### config.mk
export PLATFORM = sky130hd
export DESIGN_NAME = spi_flash_rd_seq
export DESIGN_NICKNAME = d
export VERILOG_FILES = /design/src/rtl/spi_flash_rd_seq.sv
export SDC_FILE = /design/constraint.sdc
export NUM_CORES = 1
export LEC_CHECK = 0
export BUFFER_PORTS_ARGS = -buffer_cell sky130_fd_sc_hd__buf_4
export CAP_MARGIN = 25
export CORE_UTILIZATION = 25
export CTS_CLUSTER_DIAMETER = 50
export DETAILED_ROUTE_END_ITERATION = 7
export GPL_TIMING_DRIVEN = 0
export PLACE_DENSITY_LB_ADDON = 0.25
export SYNTH_ARGS = -nofsm -noshare
export SYNTH_HDL_FRONTEND = slang
export SYNTH_SLANG_ARGS = --single-unit
### constraint.sdc
create_clock -name wb_clk_i -period 4.6 [get_ports wb_clk_i]
set_clock_uncertainty 0.05 [all_clocks]
set_input_delay 0.92 -clock wb_clk_i [delete_from_list [all_inputs] [get_ports wb_clk_i]]
set_output_delay 0.92 -clock wb_clk_i [all_outputs]
set_load 0.02 [all_outputs]
### src/rtl/spi_flash_rd_seq.sv
// spi_flash_rd_seq
//
// Purpose:
//   Wishbone master sequencer that runs a complete SPI flash read through
//   the SPI core wrapper's register file. The transaction is the opcode,
//   a 24-bit address and N data bytes. One command is accepted on a
//   valid/ready port. Read bytes leave on a valid/ready byte stream.
//
// Ports:
//   wb_clk_i, wb_rst_i         clock, asynchronous active-high reset
//   cmd_valid_i / cmd_ready_o  command handshake (ready only in IDLE)
//   cmd_opcode_i, cmd_addr_i   flash opcode and byte address
//   cmd_len_i                  data bytes to read (0 = header only)
//   rd_valid_o / rd_ready_i    read-byte stream handshake
//   rd_data_o, rd_last_o       read byte, final-byte marker
//   done_o, err_o              end-of-command pulse, abort-by-bus-error pulse
//   wb_*                       classic-cycle Wishbone master to the SPI core
module spi_flash_rd_seq #(
    parameter logic [15:0] DIVIDER = 16'd1,
    parameter int unsigned LEN_W   = 16
) (
    input  logic             wb_clk_i,
    input  logic             wb_rst_i,
    input  logic             cmd_valid_i,
    output logic             cmd_ready_o,
    input  logic [7:0]       cmd_opcode_i,
    input  logic [23:0]      cmd_addr_i,
    input  logic [LEN_W-1:0] cmd_len_i,
    output logic             rd_valid_o,
    input  logic             rd_ready_i,
    output logic [7:0]       rd_data_o,
    output logic             rd_last_o,
    output logic             done_o,
    output logic             err_o,
    output logic [2:0]       wb_adr_o,
    output logic [31:0]      wb_dat_o,
    output logic [3:0]       wb_sel_o,
    output logic             wb_we_o,
    output logic             wb_cyc_o,
    output logic             wb_stb_o,
    input  logic [31:0]      wb_dat_i,
    input  logic             wb_ack_i,
    input  logic             wb_err_i
);

    // Register word addresses inside the SPI core wrapper
    localparam logic [2:0]  ADR_TX0  = 3'd0;
    localparam logic [2:0]  ADR_CTRL = 3'd4;
    localparam logic [2:0]  ADR_DIV  = 3'd5;
    localparam logic [2:0]  ADR_SS   = 3'd6;
    // CTRL values: Tx_NEG | GO | CHAR_LEN (32 bits for the header, 8 per data byte)
    localparam logic [31:0] CTRL_GO_HDR  = 32'h0000_0520;
    localparam logic [31:0] CTRL_GO_BYTE = 32'h0000_0508;

    typedef enum logic [3:0] {
        S_IDLE, S_WR_DIV, S_WR_SS, S_WR_HDR, S_GO_HDR, S_POLL_HDR,
        S_WR_DUMMY, S_GO_BYTE, S_POLL_BYTE, S_RD_RX, S_OUT, S_SS_OFF, S_DONE
    } state_t;

    state_t             state_q, state_d;
    logic               cyc_q, cyc_d;
    logic [7:0]         opcode_q, opcode_d;
    logic [23:0]        addr_q, addr_d;
    logic [LEN_W-1:0]   cnt_q, cnt_d;
    logic [7:0]         rd_data_q, rd_data_d;
    logic               err_flag_q, err_flag_d;

    // Only the GO/busy bit and the RX byte are consumed from read data
    logic unused_dat_bits;
    assign unused_dat_bits = ^wb_dat_i[31:9];

    // NOTE: sequential state uses non-blocking assignments so every flop
    // samples pre-edge values regardless of process ordering.
    always_ff @(posedge wb_clk_i or posedge wb_rst_i) begin
        if (wb_rst_i) begin
            state_q    <= S_IDLE;
            cyc_q      <= 1'b0;
            opcode_q   <= '0;
            addr_q     <= '0;
            cnt_q      <= '0;
            rd_data_q  <= '0;
            err_flag_q <= 1'b0;
        end else begin
            state_q    <= state_d;
            cyc_q      <= cyc_d;
            opcode_q   <= opcode_d;
            addr_q     <= addr_d;
            cnt_q      <= cnt_d;
            rd_data_q  <= rd_data_d;
            err_flag_q <= err_flag_d;
        end
    end

    // NOTE: every signal written here gets a default first, so no path can
    // leave one unassigned and infer a latch.
    always_comb begin
        state_d    = state_q;
        cyc_d      = cyc_q;
        opcode_d   = opcode_q;
        addr_d     = addr_q;
        cnt_d      = cnt_q;
        rd_data_d  = rd_data_q;
        err_flag_d = err_flag_q;

        case (state_q)
            S_IDLE: begin
                if (cmd_valid_i) begin
                    opcode_d   = cmd_opcode_i;
                    addr_d     = cmd_addr_i;
                    cnt_d      = cmd_len_i;
                    err_flag_d = 1'b0;
                    cyc_d      = 1'b1;      // first strobe the cycle after accept
                    state_d    = S_WR_DIV;
                end
            end
            S_OUT: begin
                if (rd_ready_i) begin
                    cnt_d   = cnt_q - LEN_W'(1);
                    state_d = (cnt_q == LEN_W'(1)) ? S_SS_OFF : S_WR_DUMMY;
                end
            end
            S_DONE: state_d = S_IDLE;
            default: begin
                // Bus-access states: a dropped strobe re-issues one cycle later,
                // which guarantees the idle gap between accesses.
                if (!cyc_q) begin
                    cyc_d = 1'b1;
                end else if (wb_err_i) begin
                    // Error wins over ack; SS is always released once
                    cyc_d      = 1'b0;
                    err_flag_d = 1'b1;
                    state_d    = (state_q == S_SS_OFF) ? S_DONE : S_SS_OFF;
                end else if (wb_ack_i) begin
                    cyc_d = 1'b0;
                    case (state_q)
                        S_WR_DIV:    state_d = S_WR_SS;
                        S_WR_SS:     state_d = S_WR_HDR;
                        S_WR_HDR:    state_d = S_GO_HDR;
                        S_GO_HDR:    state_d = S_POLL_HDR;
                        S_POLL_HDR: begin
                            if (!wb_dat_i[8]) begin
                                state_d = (cnt_q == '0) ? S_SS_OFF : S_WR_DUMMY;
                            end
                        end
                        S_WR_DUMMY:  state_d = S_GO_BYTE;
                        S_GO_BYTE:   state_d = S_POLL_BYTE;
                        S_POLL_BYTE: begin
                            if (!wb_dat_i[8]) begin
                                state_d = S_RD_RX;
                            end
                        end
                        S_RD_RX: begin
                            rd_data_d = wb_dat_i[7:0];
                            state_d   = S_OUT;
                        end
                        S_SS_OFF:    state_d = S_DONE;
                        default:     state_d = S_IDLE;
                    endcase
                end
            end
        endcase
    end

    // Outputs decode from registered state only
    always_comb begin
        wb_adr_o = ADR_TX0;
        wb_dat_o = 32'h0;
        wb_we_o  = 1'b0;
        case (state_q)
            S_WR_DIV: begin
                wb_adr_o = ADR_DIV;
                wb_dat_o = {16'h0, DIVIDER};
                wb_we_o  = 1'b1;
            end
            S_WR_SS: begin
                wb_adr_o = ADR_SS;
                wb_dat_o = 32'h1;
                wb_we_o  = 1'b1;
            end
            S_WR_HDR: begin
                wb_adr_o = ADR_TX0;
                wb_dat_o = {opcode_q, addr_q};
                wb_we_o  = 1'b1;
            end
            S_GO_HDR: begin
                wb_adr_o = ADR_CTRL;
                wb_dat_o = CTRL_GO_HDR;
                wb_we_o  = 1'b1;
            end
            S_POLL_HDR, S_POLL_BYTE: wb_adr_o = ADR_CTRL;
            S_WR_DUMMY: begin
                wb_adr_o = ADR_TX0;
                wb_we_o  = 1'b1;
            end
            S_GO_BYTE: begin
                wb_adr_o = ADR_CTRL;
                wb_dat_o = CTRL_GO_BYTE;
                wb_we_o  = 1'b1;
            end
            S_RD_RX: wb_adr_o = ADR_TX0;
            S_SS_OFF: begin
                wb_adr_o = ADR_SS;
                wb_we_o  = 1'b1;
            end
            default: ;
        endcase

        wb_cyc_o    = cyc_q;
        wb_stb_o    = cyc_q;
        wb_sel_o    = 4'hF;
        cmd_ready_o = (state_q == S_IDLE);
        rd_valid_o  = (state_q == S_OUT);
        rd_data_o   = rd_data_q;
        rd_last_o   = (state_q == S_OUT) && (cnt_q == LEN_W'(1));
        done_o      = (state_q == S_DONE);
        err_o       = (state_q == S_DONE) && err_flag_q;
    end

endmodule

==> results by group <==
Critical path
  – Arr. time, crit path: ~2.3 ns
  – CP Launch Type: flop
  – Required @ worst endpoint: 3.63 ns
  – Critical path peak fanout: 10
  – Critical path type: reg -> out
  – Endpoint class of the critical path: primary output

Finish
  – Final Util: 0.3668
  – Layout area overhead: 40.86%
  – Multi-input logic area: 0.001777 mm²
  – Final instance area: ~0.0049 mm²
  – # fillers: 1,409
  – Layout cell share with drive strength beyond 1: 0.3939
  – Register Area: between 0.0015 and 0.002 mm²
  – Post-layout net count: 574
  – N_diodes: 0

Timing
  – Slew headroom: 0.4702
  – Worst Tran Pin Value: a little under 0.8 ns
  – RSZ-0062 raised after global routing: false
  – Final Max Slew Viols: 0
  – Hold_ws: around 0.44 ns
  – Final hold violations: 0
  – Setup ws final: between 1 and 1.5 ns
  – Setup tns final: 0 ns
  – Fmax: 0.3061 GHz
  – Fin crit period: around 3.3 ns
  – Final setup vio count: 0
  – Period utilization: 0.7103

Place
  – Pre-CTS setup slack: roughly 1.6 ns
  – GP Congestion: 0.8442
  – Input/output buffers: 113
  – Dpl cell area: 0.004586 mm²
  – HPWL after DPL: 7460 µm

Synthesis
  – Post-Syn Area: 0.003503 mm²
  – Post-synth ARST share: 1.000
  – Seq cells post-synth: 62
  – Mean Syn Cell Area: 9.786 µm²
  – Ys flop type: dfrtp_1
  – Post-synthesis cell count: 358
  – Number of flops mapped to enable cells by yosys: 0
  – Sequential share of the synthesized area: 0.4429
  – Yosys warns: 0
  – Synth unique cells: 54

Pwr
  – Pint: 2010 µW
  – Switching share of power: 0.3875
  – Switching pwr: 1272 µW
  – Flop pwr share: 0.298
  – Clk pwr share: 0.241
  – Power density over the cells: 665.1 mW/mm²
  – Peak supply drop: ~0.24 mV
  – Combinational power share: 0.461
  – Static leakage: about 0.0023 µW

Clocking
  – Post-CTS resize count: 0
  – Clock Latency Late Sink: 0.33 ns
  – Sink Count: slightly above 60
  – Clk buf depth: 2
  – Htree depth: 3
  – Clock transition at path regs: 0.05 ns
  – Cts bufs inserted: 9
  – Setup Fix Bufs, Post-CTS: 0
  – Clock Root Buffer: clkbuf_16
  – CTS tree: yes
  – Hold Buf Count CTS: 0

Global route
  – Total gr overflow: 0
  – Antenna violations before repair: 0
  – GRT Resource Usage Total: 0.1430
  – Vias in the first global route: 3,197
  – Largest net degree at the start of global routing: 63
  – First-pass GRT wire length: 16,100 µm

Hold path
  – HP Class: reg -> reg

Drt
  – Initial detailed-routing violation count: 119
  – Post-Route WL: 10,110 µm
  – DR vias/cell: 4.814
  – TritonRoute pass-1 iters: 4
  – ANT nets after route: 0
  – DRC viols: 0
  – Post-DR wirelength/cell: 15.18 µm
  – Vias after detailed routing: between 3,000 and 4,000

Floorplanning
  – Core Region: 0.01345 mm²
  – I/O pins: 141
  – Die footprint: 0.01449 mm²
  – Die X: 120.4 µm
  – Initial Utilization: 0.2604
  – Vert. Die Dim: around 120 µm
  – Row count: 42

Status
  – Outcome: completed

Flow run
  – Max Cap Violations: 0
power by group through the flow:
| stage | combinational [µW] | sequential [µW] | clock, µW |
|---|---|---|---|
| 2_1_floorplan | 1000 | 977 | 0 |
| 3_3_place_gp | 1500 | 970 | 0 |
| 3_5_place_dp | 1520 | 980 | 0 |
| 4_1_cts | 1520 | 976 | 816 |
| 5_1_grt | 1660 | 1020 | 840 |
| 6_report | 1510 | 977 | 790 |
layout make-up:
class | count | area share
well taps | 176 | 0.04462
repair buffers | 113 | 0.1719
plain buffers | 29 | 0.02941
clock buffers | 11 | 0.04919
clock inverters | 5 | 0.02155
flip-flops and latches | 62 | 0.3144
multi-input cells | 259 | 0.3600
inverters | 11 | 0.008874
path summary, 6_finish.rpt:
check | from | endpoint | slack (ns) | cells past startpoint
setup / recovery | state_q[3] | wb_dat_o[11] | 1.33 | 6
hold / removal | addr_q[12] | addr_q[12] | 0.44 | 1
setup reg to reg | cnt_q[0] | cnt_q[14] | 2.45 | 7
hold reg to reg | addr_q[12] | addr_q[12] | 0.44 | 1
max in group asynchronous | wb_rst_i | state_q[0] | 3.28 | 2
min in group asynchronous | wb_rst_i | rd_data_o[3] | 0.71 | 2
routing by layer:
metal | vias up | GRT usage | wire length, µm
met2 | 97 | 0.2443 | 5155
met5 | - | 0 | 0
met1 | 1575 | 0.1769 | 4294
met4 | 0 | 0.05093 | 170
met3 | 12 | 0.03066 | 487
li1 | 1522 | - | -
cells by family (layout without fill, tap and decap cells):
| logic type | after synthesis | after routing | share of synthesized area |
|---|---|---|---|
| AND/OR/NAND/NOR | 119 | 119 | 0.1932 |
| AO/OA/AOI/OAI | 89 | 89 | 0.1589 |
| flip-flops | 62 | 62 | 0.4429 |
| multiplexers | 42 | 42 | 0.1350 |
| buffers and inverters | 40 | 169 | 0.05321 |
| adder cells (fa/ha/maj) | 3 | 3 | 0.01072 |
| XOR/XNOR | 2 | 2 | 0.005001 |
| other | 1 | 4 | 0.001070 |
cell usage in the layout, fill, tap and decap left out, types with 4 or more instances in the layout:
cell type / count
nand2b_1: 4
buf_4: 119
clkbuf_1: 12
o21ai_0: 24
nand2_1: 19
nor2_1: 21
o22ai_1: 4
o2bb2ai_1: 6
mux2_2: 40
nor3b_1: 4
clkbuf_16: 9
nor3_1: 12
conb_1: 4
dfrtp_1: 62
inv_1: 9
a21oi_1: 27
and2_1: 29
buf_2: 11
nand3_1: 8
nor4_1: 4
registers in the layout (all words and copies together), names as in the netlist:
signal and cells:
opcode_q 8, cnt_q 16, addr_q 24, state_q 4
wb_cyc_o 1, rd_data_o 8, err_flag_q 1
synthesized netlist by cell type (all sizes together) (2+ instances only):
library cell | count | share of area
dfrtp | 62 | 0.44
mux2 | 42 | 0.13
and2 | 29 | 0.052
a21oi | 27 | 0.039
o21ai | 26 | 0.037
nor2 | 21 | 0.023
nand2 | 19 | 0.020
buf | 18 | 0.030
nor3 | 12 | 0.017
clkbuf | 11 | 0.012
inv | 11 | 0.012
nand3 | 8 | 0.011
nor4 | 7 | 0.023
o2bb2ai | 6 | 0.015
nand2b | 4 | 0.0071
nor3b | 4 | 0.0086
o22ai | 4 | 0.0071
a211oi | 3 | 0.0079
a22oi | 3 | 0.0064
a31oi | 3 | 0.0054
ha | 3 | 0.011
o21a | 3 | 0.0064
or3 | 3 | 0.0054
a32oi | 2 | 0.0050
and3b | 2 | 0.0050
nand3b | 2 | 0.0043
nor2b | 2 | 0.0036
o22a | 2 | 0.0050
o31a | 2 | 0.0050
or2 | 2 | 0.0036
worst max-delay path, cell delays in order, from the launching register on:
cell and delay [ns]:
dfrtp_1 0.41, buf_2 0.20, nand2b_1 0.19, nor2_1 0.48
clkbuf_1 0.35, and2_1 0.19, buf_4 0.14
through the flow:
| step | power [µW] | cells |
|---|---|---|
| after global placement | 2470 | 650 |
| after global routing | 3517 | 666 |
| after floorplan | 1981 | 361 |
| after detailed placement | 2495 | 650 |
| final | 3282 | 666 |
| after CTS | 3310 | 666 |
(Power assumes the default switching activity.)
